===== src/rtl/pueo_beam_thresh_pkg.sv =====
// Shared widths and constants for the PUEO N-beam boxcar threshold trigger.
// Sizing helpers are functions because the widths depend on module parameters.
package pueo_beam_thresh_pkg;

  localparam int ADDR_W_MIN = 1;
  localparam int MAX_THW    = 64;

  // Power-on threshold: all ones, sliced down to THW by the user.
  localparam logic [MAX_THW-1:0] THRESH_ALL_ONES = '1;

  // Boxcar sum width: pair sum (INW+1) grown by log2 of the window length.
  function automatic int sumWidth(input int inw, input int ntaps);
    return inw + 1 + $clog2(ntaps);
  endfunction

  function automatic int addrWidth(input int nbeams);
    return (nbeams > 1) ? $clog2(nbeams) : ADDR_W_MIN;
  endfunction

  function automatic int maxInt(input int a, input int b);
    return (a > b) ? a : b;
  endfunction

endpackage


===== src/rtl/pueo_beam_thresh_chan.sv =====
// One beam: pair adder, NTAPS boxcar over valid clocks, strict compare and
// retrigger holdoff. Stage 1 captures the hit, stage 2 applies the holdoff.
module pueo_beam_thresh_chan
  import pueo_beam_thresh_pkg::*;
#(
  parameter int INW   = 17,
  parameter int THW   = 18,
  parameter int NTAPS = 2,
  parameter int HOLDW = 4
) (
  input  logic             clk_i,
  input  logic             rst_n_i,
  input  logic [INW-1:0]   s0_i,
  input  logic [INW-1:0]   s1_i,
  input  logic             valid_i,
  input  logic             validS1_i,
  input  logic [THW-1:0]   thresh_i,
  input  logic [HOLDW-1:0] holdoff_i,
  output logic             trigger_o
);

  localparam int TW = INW + 1;
  localparam int SW = sumWidth(INW, NTAPS);
  localparam int CW = maxInt(SW, THW);
  localparam int HN = (NTAPS > 1) ? NTAPS - 1 : 1;

  logic [TW-1:0]    pairSum;
  logic [SW-1:0]    boxSum;
  logic             hit;
  logic [TW-1:0]    hist_q [HN];
  logic             hit_q;
  logic [HOLDW-1:0] hold_q;
  logic [HOLDW-1:0] hold_d;
  logic             trig_q;
  logic             trig_d;

  // hist_q holds the previous NTAPS-1 valid pair sums; zeros after reset give partial sums.
  always_comb begin
    pairSum = TW'(s0_i) + TW'(s1_i);
    boxSum  = SW'(pairSum);
    for (int i = 0; i < NTAPS - 1; i++) begin
      boxSum = boxSum + SW'(hist_q[i]);
    end
    hit = CW'(boxSum) > CW'(thresh_i);
  end

  always_ff @(posedge clk_i or negedge rst_n_i) begin
    if (!rst_n_i) begin
      for (int i = 0; i < HN; i++) begin
        hist_q[i] <= '0;
      end
      hit_q <= 1'b0;
    end else if (valid_i) begin
      hist_q[0] <= pairSum;
      for (int i = 1; i < HN; i++) begin
        hist_q[i] <= hist_q[i-1];
      end
      hit_q <= hit;
    end
  end

  // A hit during holdoff is dropped and does not reload the counter.
  always_comb begin
    trig_d = 1'b0;
    hold_d = hold_q;
    if (validS1_i) begin
      trig_d = hit_q && (hold_q == '0);
      if (trig_d) begin
        hold_d = holdoff_i;
      end else if (hold_q != '0) begin
        hold_d = hold_q - HOLDW'(1);
      end
    end
  end

  always_ff @(posedge clk_i or negedge rst_n_i) begin
    if (!rst_n_i) begin
      hold_q <= '0;
      trig_q <= 1'b0;
    end else begin
      hold_q <= hold_d;
      trig_q <= trig_d;
    end
  end

  assign trigger_o = trig_q;

endmodule


===== src/rtl/pueo_beam_thresh_n.sv =====
// N-beam boxcar threshold trigger: double-buffered per-beam thresholds,
// per-beam channels and the two-stage valid pipeline.
module pueo_beam_thresh_n
  import pueo_beam_thresh_pkg::*;
#(
  parameter int NBEAMS = 8,
  parameter int INW    = 17,
  parameter int THW    = 18,
  parameter int NTAPS  = 2,
  parameter int HOLDW  = 4,
  localparam int AW    = addrWidth(NBEAMS)
) (
  input  logic                    clk_i,
  input  logic                    rst_n_i,
  input  logic [NBEAMS*2*INW-1:0] beam_i,
  input  logic                    beam_valid_i,
  input  logic [THW-1:0]          thresh_i,
  input  logic [AW-1:0]           thresh_addr_i,
  input  logic                    thresh_wr_i,
  input  logic                    update_i,
  input  logic [HOLDW-1:0]        holdoff_i,
  output logic [NBEAMS-1:0]       trigger_o,
  output logic                    trigger_valid_o
);

  logic [THW-1:0] shadow_q [NBEAMS];
  logic [THW-1:0] active_q [NBEAMS];
  logic           validS1_q;
  logic           validS2_q;
  logic           addrOk;

  assign addrOk = ({{(32-AW){1'b0}}, thresh_addr_i} < 32'(NBEAMS));

  // Nonblocking copy means a same-cycle write lands in shadow only; active gets the old shadow.
  always_ff @(posedge clk_i or negedge rst_n_i) begin
    if (!rst_n_i) begin
      for (int b = 0; b < NBEAMS; b++) begin
        shadow_q[b] <= THRESH_ALL_ONES[THW-1:0];
        active_q[b] <= THRESH_ALL_ONES[THW-1:0];
      end
    end else begin
      if (thresh_wr_i && addrOk) begin
        shadow_q[thresh_addr_i] <= thresh_i;
      end
      if (update_i) begin
        for (int b = 0; b < NBEAMS; b++) begin
          active_q[b] <= shadow_q[b];
        end
      end
    end
  end

  always_ff @(posedge clk_i or negedge rst_n_i) begin
    if (!rst_n_i) begin
      validS1_q <= 1'b0;
      validS2_q <= 1'b0;
    end else begin
      validS1_q <= beam_valid_i;
      validS2_q <= validS1_q;
    end
  end

  assign trigger_valid_o = validS2_q;

  for (genvar b = 0; b < NBEAMS; b++) begin : gBeam
    pueo_beam_thresh_chan #(
      .INW  (INW),
      .THW  (THW),
      .NTAPS(NTAPS),
      .HOLDW(HOLDW)
    ) uChan (
      .clk_i    (clk_i),
      .rst_n_i  (rst_n_i),
      .s0_i     (beam_i[(2*b)*INW +: INW]),
      .s1_i     (beam_i[(2*b+1)*INW +: INW]),
      .valid_i  (beam_valid_i),
      .validS1_i(validS1_q),
      .thresh_i (active_q[b]),
      .holdoff_i(holdoff_i),
      .trigger_o(trigger_o[b])
    );
  end

endmodule


===== config.mk =====
export PLATFORM = sky130hd
export DESIGN_NAME = pueo_beam_thresh_n
export DESIGN_NICKNAME = d
export VERILOG_FILES = /design/src/rtl/pueo_beam_thresh_pkg.sv /design/src/rtl/pueo_beam_thresh_chan.sv /design/src/rtl/pueo_beam_thresh_n.sv
export SDC_FILE = /design/constraint.sdc
export NUM_CORES = 1
export LEC_CHECK = 0
export BUFFER_PORTS_ARGS = -buffer_cell sky130_fd_sc_hd__buf_2
export CORE_ASPECT_RATIO = 0.8
export CORE_MARGIN = 2
export CORE_UTILIZATION = 25
export DETAILED_ROUTE_END_ITERATION = 8
export GPL_ROUTABILITY_DRIVEN = 0
export PLACE_DENSITY = 0.4
export SYNTH_ARGS = -nofsm -noshare
export SYNTH_HDL_FRONTEND = slang
export SYNTH_SLANG_ARGS = --single-unit
export TNS_END_PERCENT = 50

===== constraint.sdc =====
create_clock -name clk_i -period 5.85 [get_ports clk_i]
set_input_delay 1.17 -clock clk_i [delete_from_list [all_inputs] [get_ports clk_i]]
set_output_delay 1.17 -clock clk_i [all_outputs]
set_load 0.02 [all_outputs]

======== After elaboration in Yosys (flattened, before gate mapping) ========
Cells that the tools add are included.
Widths: inputs -> output; s select.
operators by class
  bitwise operators ....................... 1
  muxes and demuxes ....................... 27
  order comparisons ....................... 10
  reductions and logical operators ........ 41
  $add $sub $neg .......................... 24
operators by type and width
  cell                 number
  $add 18x18->19       8
  $gt 19x18->1         8
  $add 17x17->18       8
  $bwmux 144           1
  $mux 4               16
  $demux 18 s3         1
  $logic_not 4->1      8
  $reduce_bool 4->1    8
  $sub 4x1->4 const B  8
  $mux 18              1
  $reduce_and 2->1     8
  $reduce_bool 2->1    8
  $logic_and 1x1->1    9
  $mux 1               8
  $ge 4x4->1 const B   1
  $lt 4x1->1 const B   1
  $not 3->4            1
storage, ports and cells
  bits of input ports ..................... 302
  flip-flop bits (word level) ............. 482
  output and inout port bits .............. 9
  word-level logic and storage cells ...... 153

======== Depth between registers and ports, before layout ========
Gate-level depths: netlist (run 1).
  depth in word-level cells ............... 6
  mapped depth ............................ 26
  gate-level depth less buffers ........... 26

======== Hierarchy ========
From an unflattened synthesis (run 1), not the netlist that was laid out.
unflattened totals
  cell total of the unflattened synthesis .. 3621
  area, all modules ....................... 36387.4 um^2
by module, submodules not included
  module                                      instances  seq. area each (um^2)  cells an instance  area each (um^2)
  pueo_beam_thresh_n                          1          7617.3                 617                11197.0
  pueo_beam_thresh_chan (gBeam[3].uChan ...)  3          600.6                  374                3134.3
  pueo_beam_thresh_chan (gBeam[1].uChan ...)  2          600.6                  379                3148.0
  pueo_beam_thresh_chan (gBeam[6].uChan)      1          600.6                  382                3258.1
  pueo_beam_thresh_chan (gBeam[7].uChan)      1          600.6                  372                3128.0
  pueo_beam_thresh_chan (gBeam[0].uChan)      1          600.6                  370                3105.5

======== Worst setup path after synthesis (run 1) ========
OpenSTA, ideal clock, no wires.
  kind .................................... input-to-reg
  start ................................... input beam_i[204]
  end ..................................... register gBeam[6].uChan.hit_q
  buffers on the path ..................... 0
  library setup time ...................... 0.086 ns
  arrival time ............................ 5.658 ns
  required time ........................... 5.764 ns
  setup slack ............................. 0.106 ns
  cell stages on the path ................. 24
  path through ............................ ha_1 -> fa_1 -> a21o_1 -> a21oi_2 -> o21ai_1 -> a31oi_1 -> nor2_1 -> a211oi_1 -> xnor2_1 -> ha_1 -> a211o_1 -> or4_1 -> a211oi_1 -> o31a_1 -> o31ai_1 -> a21oi_1 -> xnor2_1 -> ha_1 -> nand2_1 -> nor3_1 -> nand2_1 -> o221ai_1 -> o31ai_1 -> a32oi_1
between the ends
  cells in the longest elaborated chain, start to end .. 3
ends and longest elaborated chain
  element                         line                         RTL
  start, declared                 pueo_beam_thresh_n.sv:15     input logic [NBEAMS*2*INW-1:0] beam_i,
  $add 17x17->18                  pueo_beam_thresh_chan.sv:39  pairSum = TW'(s0_i) + TW'(s1_i);
  via gBeam[6].uChan.pairSum[10]  pueo_beam_thresh_chan.sv:27  logic [TW-1:0] pairSum;
  $add 18x18->19                  pueo_beam_thresh_chan.sv:42  boxSum = boxSum + SW'(hist_q[i]);
  $gt 19x18->1                    pueo_beam_thresh_chan.sv:44  hit = CW'(boxSum) > CW'(thresh_i);
  end signal, assigned            pueo_beam_thresh_chan.sv:58  hit_q <= hit;
  end, declared                   pueo_beam_thresh_chan.sv:31  logic hit_q;
The timed path passes the listed nets, and every way through them passes these cells.
A chain may end at the register's enable or synchronous reset.

======== Worst setup path in the final report (run 1) ========
Same ends and word-level chain as after synthesis.

==> results.md, run 1 <==
* Status: finished, final reports clean
* R2R Path End: gBeam[0].uChan.hit_q$_DFFE_PN0P_
* Critical-path maximum fanout at 2
* NumNets Final at 4,703
* DR top layer: met5
* Rows at 122
* Met2 WL at 40.7 mm
* Core Box Area at 138,000 sq um
* Synthesis-to-finish area growth at 18.4%
* YS warnings at 0
* Combinational power share at 48.3%
* P_int at 10,400 uW
* Met3 Routed Length at 3.71 mm
* Latest clock arrival within the worst-skew pair at 0.63 ns
* All-layer global routing usage at 13.2%
* Die height at 337 um
* Bufs on Longest Clock Path at 3
* DP Worst Slack at -0.387 ns
* Synth Register Bits at 482
* Commonest non-fill, non-tap cell in the layout: ha_1
* DR iter-0 viols at 1,065
* Startpoint types: primary input
* Slew of the pin with the lowest slew margin at 1.03 ns
* RSZ-0062 raised after global routing: no
* Asr flop ratio synth at 100%
* Vias in the first global route at 25,900
* Fin crit share at 93.9%
* Slew Viols, Final at 0
* Worst setup path endpoint: gBeam[6].uChan.hit_q$_DFFE_PN0P_
* Num CTS Buffers at 60
* CTS Hold Bufs at 0
* Total power density per cell area at 405 nW/um^2
* Vias/cell at 4.50
* Total power at 16,600 uW
* Worst VDD drop at 201 uV
* Netlist cell types at 88
* Mux share of post-synthesis cell area at 8.96%
* Post-Route WL at 93.8 mm
* Hold Fails Final Rpt at 0
* Seq pwr share at 29.4%
* Endpoint type of the worst setup path: flip-flop
* Placed Cells at 5,726
* P_sw at 6170 uW
* Grt ovf at 0
* Post-route cell area at 41,000 sq um
* Post-Route Skew at 0.0254 ns
* Root buf cell: clkbuf_16
* PortBufs at 310
* Largest family of logic cells by synthesized area: compound AO/OA/AOI/OAI gates
* DRT antenna net count at 0
* Final std cells w/o fill at 5,843
* H-Tree Depth at 2
* Post-Synth Adder-Cell Area at 17.4%
* Max-cap violations at 0
* Post-Synthesis Cells at 3,542
* Die area at 141,000 sq um
* Mean Syn Cell Area at 9.77 sq um
* DR WL/cell at 16.1 um
* Detail Placement HPWL at 69.2 mm
* DR DRC count at 0
* Area post-placement at 39,000 sq um
* Vias at 26,300
* Most frequent cells in the layout: ha_1 (456), buf_2 (307), dfstp_2 (288)
* R2r setup slk at 1.98 ns
* First-pass GRT wire length at 148 mm
* Min-Delay Path Class: flip-flop to flip-flop
* Post-Synth XOR/XNOR Area at 5.64%
* Initial Util at 25.1%
* Max Clock Freq at 0.182 GHz
* Tmin final at 5.49 ns
* Largest net degree at the start of global routing at 138
* Syn_nets at 4,316
* Initial antenna violation count at 21
* Sink Count at 482
* Worst R2R Start: gBeam[0].uChan.hist_q[0]$_DFFE_PN0P_
* Layout cells sized above 1 at 28.0%
* Seq/Total Area, Yosys at 35.9%
* CP Launch Point: beam_i[204]
* Compound-Gate Fraction of Synth Area at 17.9%
* Final setup violation count at 0
* CTS tree: yes
* WP data required at 6.34 ns
* Leak Pwr at 0.0185 uW
* Sw frac at 37.2%
* Post-synth EDFFs at 0
* Setup CP Type: primary input to flip-flop
* Setup TNS at 0 ns
* Worst slew margin at 31.1%
* M1 WL at 48.0 mm
* Worst setup margin at 0.358 ns
* Clock share of power at 22.3%
* R2R depth at 18
* Mapped cell area at 34,600 sq um
* Primary FF master, synth: dfstp_2
* Crit path DAT at 5.98 ns
* Die extent in x at 420 um
* Post-synthesis simple-gate area fraction at 10.1%
* IO Pins at 311
* Clk slew on worst S/H paths at 0.06 ns
* Pre-antenna DRT Iters at 7
[repair_timing]
action / 4_1_cts / 5_1_grt
resized for setup: 0 / 3
setup endpoints to repair: 0 / 1
buffers inserted: 0 / 1
[area by class of cell]
class,instances,area (sq um)
inverters,282,1060
clock inverters,27,218
fillers,14600,96900
diodes,6,15.0
clock buffers,83,1720
well taps,1860,2330
flip-flops and latches,482,12400
repair buffers,414,2410
multi-input cells,2689,20800
[sequential cells by signal (all words and copies together), names as in the netlist]
signal                 cells
active_q                 144
gBeam.uChan.hist_q       144
shadow_q                 144
gBeam.uChan.hold_q        32
gBeam.uChan.hit_q          8
gBeam.uChan.trigger_o      8
trigger_valid_o            1
validS1_q                  1
[power groups by stage]
stage / clock [uW] / combinational, uW / sequential (uW)
final: 3700 / 8000 / 4870
after global routing: 4020 / 9280 / 5000
after CTS: 3870 / 8120 / 4880
after detailed placement: 0 / 8060 / 4930
after global placement: 0 / 8030 / 4920
after floorplan: 0 / 6080 / 4780
[metal layers]
metal / GRT usage, % / vias to the layer above
li1: - / 13500
met4: 2.50 / 8
met1: 19.1 / 12400
met3: 2.03 / 93
met2: 20.6 / 360
met5: 0 / -
[kinds of logic after synthesis]
logic type / Yosys count
AO/OA/AOI/OAI: 979
AND/OR/NAND/NOR: 740
flip-flops: 482
adder cells (fa/ha/maj): 472
buffers and inverters: 371
multiplexers: 275
XOR/XNOR: 223
[stage by stage]
step | utilization, % | hold slack (ns)
2_1_floorplan | - | 0.352
4_1_cts | 29.7 | 0.470
3_3_place_gp | 28.3 | 0.466
5_1_grt | 29.7 | 0.491
6_report | 29.7 | 0.467
3_5_place_dp | 28.3 | 0.471
[cell usage after synthesis (all sizes together), types with 14 or more instances]
cell	count	area [sq um]
nand2b	29	181
buf	22	115
a21o	131	983
nor3b	16	120
dfstp	288	7570
o211ai	14	105
o21ai	298	1500
a31oi	49	307
nor3	34	180
nand4	37	231
xor2	58	508
o21a	46	345
a21oi	232	1180
inv	282	1060
o21bai	35	263
nor2b	50	313
o31ai	18	140
fa	16	320
clkbuf	67	251
nand3	57	285
nor2	174	653
a211oi	22	170
ha	456	5710
nand2	269	1010
mux2	273	3080
xnor2	165	1450
and3	21	131
dfrtp	194	4850
a21boi	21	158
[critical path, stage by stage]
cell	delay, ns
buf_2	0.10
ha_1	0.21
fa_1	0.39
a21o_1	0.21
a21oi_2	0.16
o21ai_1	0.11
a31oi_1	0.21
nor2_1	0.09
a211oi_2	0.22
xnor2_1	0.17
ha_1	0.27
a211o_1	0.28
or4_1	0.43
a211oi_2	0.27
o31a_1	0.19
o31ai_1	0.08
a21oi_1	0.17
xnor2_1	0.17
ha_1	0.28
nand2_1	0.10
nor3_2	0.05
a221oi_1	0.25
o221ai_1	0.17
o31ai_1	0.10
a32oi_1	0.13
[worst min-delay path by stage]
stage               slack, ns  cells past startpoint                   endpoint                 startpoint
floorplan                0.35                      0  trigger_valid_o$_DFF_PN0_        validS1_q$_DFF_PN0_
global placement         0.47                      2    active_q[9]$_DFFE_PN1P_    shadow_q[9]$_DFFE_PN1P_
detailed placement       0.47                      2  active_q[112]$_DFFE_PN1P_  shadow_q[112]$_DFFE_PN1P_
CTS                      0.47                      2   active_q[17]$_DFFE_PN1P_   shadow_q[17]$_DFFE_PN1P_
global route             0.49                      2   active_q[17]$_DFFE_PN1P_   shadow_q[17]$_DFFE_PN1P_
finish                   0.47                      2   active_q[25]$_DFFE_PN1P_   shadow_q[25]$_DFFE_PN1P_
No activity file was read; power rests on OpenSTA's default activity.
==> run 2, diff against run 1 <==
--- a/config.mk
+++ b/config.mk
@@ -14,5 +14,6 @@
 export PLACE_DENSITY = 0.4
 export SYNTH_ARGS = -nofsm -noshare
 export SYNTH_HDL_FRONTEND = slang
+export SYNTH_HIERARCHICAL = 1
 export SYNTH_SLANG_ARGS = --single-unit
 export TNS_END_PERCENT = 50
==> results.md, run 2 <==
* Vias/cell at 4.66
* Mean Syn Cell Area at 10.0 sq um
* Slew Viols, Final at 0
* DRT antenna net count at 0
* Most frequent cell after synthesis: ha_1
* YS warnings at 6
* Max Clock Freq at 0.186 GHz
* WP data required at 6.37 ns
* DP Worst Slack at -0.260 ns
* Primary FF master, synth: dfstp_2
* Initial antenna violation count at 25
* WHS at 0.485 ns
* Commonest non-fill, non-tap cell in the layout: ha_1
* PortBufs at 310
* Root buf cell: clkbuf_16
* R2r setup slk at 1.84 ns
* FF/Latch Area at 12,400 sq um
* Worst slew margin at 43.6%
* Fin crit share at 91.9%
* Area post-placement at 41,200 sq um
* Status: finished, final reports clean
* DR iter-0 viols at 1,221
* Rows at 125
* Initial Util at 25.1%
* CTS tree: yes
* Clk slew on worst S/H paths at 0.06 ns
* Layout cells sized above 1 at 32.2%
* Vias in the first global route at 27,900
* Largest area contributor in the netlist: dfstp_2
* Synthesis-to-finish area growth at 19.1%
* Critical-path maximum fanout at 4
* Core Box Area at 145,000 sq um
* Die area at 149,000 sq um
* Startpoint types: primary input
* Vias at 28,100
* Final setup violation count at 0
* Hold Fails Final Rpt at 0
* RSZ-0062 raised after global routing: no
* Top post-synthesis cells by area: dfstp_2 (21%), ha_1 (16%), dfrtp_1 (13%)
* Leak Pwr at 0.0193 uW
* Bufs on Longest Clock Path at 3
* Syn_nets at 4,395
* NumNets Final at 4,843
* Post-route cell area at 43,300 sq um
* DR WL/cell at 16.4 um
* Post-Route Skew at 0.0158 ns
* Sink Count at 482
* Die height at 345 um
* Endpoint type of the worst setup path: flip-flop
* Most frequent cells in the layout: ha_1 (456), mux2_2 (374), buf_2 (307)
* Post-Synthesis Cells at 3,621
* Grt ovf at 0
* FILL cells at 15,200
* Setup Buffers After CTS at 0
* Min-Delay Path Class: flip-flop to flip-flop
* Num CTS Buffers at 60
* Setup CP Type: primary input to flip-flop
* Mapped cell area at 36,400 sq um
* CTS Hold Bufs at 0
* All-layer global routing usage at 13.1%
* Top flop regs: active_q: 144 flops, gBeam.uChan/hist_q: 144 flops, shadow_q: 144 flops
* IO Pins at 311
* Post-Route WL at 98.9 mm
* Multi-input logic area at 22,500 sq um
* Worst setup margin at 0.472 ns
* Total power density per cell area at 405 nW/um^2
* Die extent in x at 431 um
* Max-cap violations at 0
* Top post-synthesis cells by count: ha_1 (456), mux2_2 (374), inv_1 (297)
* Worst VDD drop at 191 uV
* DR DRC count at 0
* Tmin final at 5.38 ns
* Latest clock arrival within the worst-skew pair at 0.63 ns
* Netlist cell types at 106
* Detail Placement HPWL at 73.4 mm
* Post-synth EDFFs at 0
* First-pass GRT wire length at 157 mm
* Crit path DAT at 5.89 ns
* Asr flop ratio synth at 100%
* Synth Register Bits at 482
* Largest net degree at the start of global routing at 125
* Slew of the pin with the lowest slew margin at 0.843 ns
* Pre-antenna DRT Iters at 5
* H-Tree Depth at 2
* Area share of the largest cell type after synthesis at 20.8%
* Seq/Total Area, Yosys at 34.1%
==> run 2: cell types whose count changed in the layout (fill, tap and decap cells not counted), sizes merged, moves of 22 or more <==
cell,change
o21ai,-114
a211oi,+27
nand2,-101
nor3,+22
buf,+45
a21oi,+50
nor2,+30
mux2,+114
a21o,-28
==> run 2: metal layers <==
metal / global-route usage, % / vias to the layer above / wire length [um]
met5: 0 / - / 84
met4: 2.67 / 14 / 1950
met3: 1.95 / 120 / 4110
met2: 20.0 / 430 / 42100
met1: 19.3 / 13400 / 50700
li1: - / 14100 / -
==> run 2: logic make-up (layout without fill, tap and decap cells) <==
family | after synthesis | count (layout) | share of synthesized area (%)
simple gates | 762 | 762 | 10.7
xor+xnor | 201 | 201 | 4.86
mux | 388 | 388 | 12.1
fa+ha+maj | 472 | 472 | 16.6
flops | 482 | 482 | 34.1
other cells | 0 | 7 | 0
buf+inv | 369 | 863 | 4.03
compound gates | 947 | 947 | 17.5
==> run 2: area by class of cell <==
cell class                      instances  area share [%]
Tap cell                             1905            5.50
Multi-Input combinational cell       2770            52.0
Inverter                              297            2.57
Antenna cell                            7          0.0404
Clock inverter                         27           0.777
Clock buffer                           81            4.13
Timing Repair Buffer                  458            6.32
Sequential cell                       482            28.7
==> run 2: path summary, 6_finish.rpt <==
check	to	start	cells after the start
max	gBeam[7].uChan/hit_q$_DFFE_PN0P_	beam_i[238]	24
min	gBeam[0].uChan/hold_q[3]$_DFFE_PN0P_	gBeam[0].uChan/hold_q[3]$_DFFE_PN0P_	1
max reg2reg	gBeam[3].uChan/hit_q$_DFFE_PN0P_	gBeam[3].uChan/hist_q[0]$_DFFE_PN0P_	17
min reg2reg	gBeam[0].uChan/hold_q[3]$_DFFE_PN0P_	gBeam[0].uChan/hold_q[3]$_DFFE_PN0P_	1
max in group asynchronous	gBeam[7].uChan/hist_q[0]$_DFFE_PN0P_	rst_n_i	2
min in group asynchronous	gBeam[6].uChan/hist_q[17]$_DFFE_PN0P_	rst_n_i	1
==> run 2: power breakdown <==
part	switching, uW	internal [uW]	total, uW
Sequential	535	4540	5070
Combinational	4410	4060	8470
Clock	1560	2440	4000
Total	6500	11000	17500
==> run 2: per-stage QoR <==
stage	instances	power, uW	setup TNS [ns]	utilization (%)
floorplan	3621	11200	0	-
detailed placement	5912	13600	-0.504	28.4
finish	6027	17500	0	29.9
CTS	6020	17800	0	29.9
global route	6023	19300	0	29.9
global placement	5912	13600	-0.228	28.4
==> run 2: timing repair <==
action / CTS / global route
resized for setup: 0 / 4
setup endpoints to repair: 0 / 3
endpoints found under the hold margin: 0 / 0
==> run 2: worst max-delay path, cell delays in order <==
cell and delay [ns]:
buf_2 0.08, ha_1 0.15, inv_1 0.05, fa_1 0.39
nand2b_2 0.28, a211oi_4 0.31, o21ai_2 0.11, a21oi_1 0.18
xor2_1 0.24, ha_1 0.31, buf_4 0.16, nand3_1 0.11
nor2_1 0.08, o211ai_1 0.09, nand3_1 0.15, a21o_1 0.22
a2111o_1 0.40, o211ai_1 0.11, ha_1 0.28, a21oi_1 0.20
o311ai_1 0.16, nor3_1 0.23, nor2_1 0.09, o32a_1 0.34
==> run 3, diff against run 2 <==
--- a/config.mk
+++ b/config.mk
@@ -11,7 +11,6 @@
 export CORE_UTILIZATION = 25
 export DETAILED_ROUTE_END_ITERATION = 8
 export GPL_ROUTABILITY_DRIVEN = 0
-export PLACE_DENSITY = 0.4
 export SYNTH_ARGS = -nofsm -noshare
 export SYNTH_HDL_FRONTEND = slang
 export SYNTH_HIERARCHICAL = 1
==> results.md, run 3 (synthesized netlist as in run 2, its figures left out) <==
* Status: finished, final reports clean
* Worst slew margin at 33.5%
* Total power density per cell area at 401 nW/um^2
* PortBufs at 310
* DRT antenna net count at 0
* NumNets Final at 4,789
* CTS Hold Bufs at 0
* CP Launch Point: beam_i[34]
* DR DRC count at 0
* Grt ovf at 0
* First-pass GRT wire length at 150 mm
* Die height at 345 um
* Slew of the pin with the lowest slew margin at 0.997 ns
* Bufs on Longest Clock Path at 3
* Top delay family on crit path: compound AO/OA/AOI/OAI gates
* Layout cells sized above 1 at 31.2%
* Fin crit share at 91.8%
* Detail Placement HPWL at 69.9 mm
* Rows at 125
* Clock share of power at 22.3%
* Setup CP Type: primary input to flip-flop
* Root buf cell: clkbuf_16
* Leak Pwr at 0.0191 uW
* Largest net degree at the start of global routing at 123
* CP max stage delay at 0.52 ns
* P_sw at 6450 uW
* IO Pins at 311
* Initial antenna violation count at 16
* Num CTS Buffers at 58
* Vias at 28,300
* P_int at 10,700 uW
* Most frequent cells in the layout: ha_1 (456), mux2_2 (374), buf_2 (307)
* WHS at 0.486 ns
* CTS resizes at 0
* Worst VDD drop at 206 uV
* Crit-path cells: buf_2, ha_1, inv_1, fa_1, nor2b_1, o211ai_1, nand2_1, xor2_1, ha_1, nand2_1, a2111oi_0, buf_4, o21ai_0, nand2b_1, a21oi_1, nand4b_1, ha_1, nand4_1, nor4_1, buf_4, mux2_2, a31oi_1, o32a_1
* Post-Route Skew at 0.0184 ns
* R2r setup slk at 1.82 ns
* Worst R2R Start: gBeam[4].uChan/hist_q[0]$_DFFE_PN0P_
* All-layer global routing usage at 12.6%
* Top flop regs: active_q: 144 flops, gBeam.uChan/hist_q: 144 flops, shadow_q: 144 flops
* WP data required at 6.36 ns
* Fin util at 29.6%
* Vias in the first global route at 27,600
* Startpoint types: primary input
* Tmin final at 5.37 ns
* Synthesis-to-finish area growth at 17.7%
* Seq pwr share at 29.6%
* Min-Delay Path Class: flip-flop to flip-flop
* Cell mode on critical path: ha_1
* Hold Crit Depth at 1
* Endpoint type of the worst setup path: flip-flop
* Critical-path maximum fanout at 3
* Core Box Area at 145,000 sq um
* Pre-antenna DRT Iters at 5
* CP max-delay cell: o211ai_1
* Slew Viols, Final at 0
* Post-Route WL at 95.3 mm
* Final setup violation count at 0
* Worst hold start: gBeam[0].uChan/hold_q[3]$_DFFE_PN0P_
* Die area at 149,000 sq um
* DR iter-0 viols at 1,400
* Setup Buffers After CTS at 0
* WP buf/inv at 4
* RSZ-0062 raised after global routing: no
* H-Tree Depth at 2
* Commonest non-fill, non-tap cell in the layout: ha_1
* CTS tree: yes
* DR WL/cell at 16.0 um
* Max Clock Freq at 0.186 GHz
* Clk slew on worst S/H paths at 0.06 ns
* Sink Count at 482
* Initial Util at 25.1%
* Sw frac at 37.5%
* Crit path DAT at 5.89 ns
* Die extent in x at 431 um
* Combinational power share at 48.1%
* WP depth at 23
* Vias/cell at 4.74
* Hold Fails Final Rpt at 0
* R2R depth at 17
* Max-cap violations at 0
* Latest clock arrival within the worst-skew pair at 0.65 ns
[run 3: cell count changes in the layout (fill, tap and decap cells not counted), moves of 3 or more]
cell	delta
buf_4	-52
clkinvlp_4	-5
inv_6	+3
bufinv_16	-4
inv_4	+4
clkbuf_1	+4
clkinv_2	-3
[run 3: layer usage]
metal,global-route usage [%],up-vias,part of all wire (%)
met5,0,-,0
met4,2.69,0,1.8
met3,1.75,98,6.1
met2,19.2,505,43
li1,-,14000,-
met1,18.6,13700,49
[run 3: power groups by stage]
stage          clock network [uW]  registers [uW]  logic (uW)
6_report                     3830            5080        8280
5_1_grt                      4120            5220        9470
4_1_cts                      4010            5100        8310
3_5_place_dp                    0            5140        8240
3_3_place_gp                    0            5100        8010
2_1_floorplan                   0            4940        6300
[run 3: worst paths after layout]
check | end
setup / recovery | gBeam[1].uChan/hit_q$_DFFE_PN0P_
hold / removal | gBeam[0].uChan/hold_q[3]$_DFFE_PN0P_
setup reg to reg | gBeam[4].uChan/hit_q$_DFFE_PN0P_
hold reg to reg | gBeam[0].uChan/hold_q[3]$_DFFE_PN0P_
max in group asynchronous | gBeam[2].uChan/hist_q[17]$_DFFE_PN0P_
min in group asynchronous | gBeam[7].uChan/hist_q[8]$_DFFE_PN0P_
[run 3: final cells by class]
type,instances,area [sq um]
multi-input combinational,2770,22500
clock inverter,23,224
clock buffer,85,1790
tap,1905,2380
inverter,297,1110
antenna,8,20.0
timing repair buffer,406,2350
fill,15100,102000
sequential,482,12400
[run 3: metrics by stage]
stage / cell area (sq um) / cells / power, uW / TNS [ns] / setup WS [ns]
2_1_floorplan: 36400 / 3621 / 11200 / 0 / 0.523
3_3_place_gp: 40800 / 5860 / 13100 / -0.143 / -0.138
3_5_place_dp: 40800 / 5860 / 13400 / -0.412 / -0.160
4_1_cts: 42800 / 5968 / 17400 / 0 / 0.551
5_1_grt: 42800 / 5968 / 18800 / 0 / 0.0441
6_report: 42800 / 5976 / 17200 / 0 / 0.479
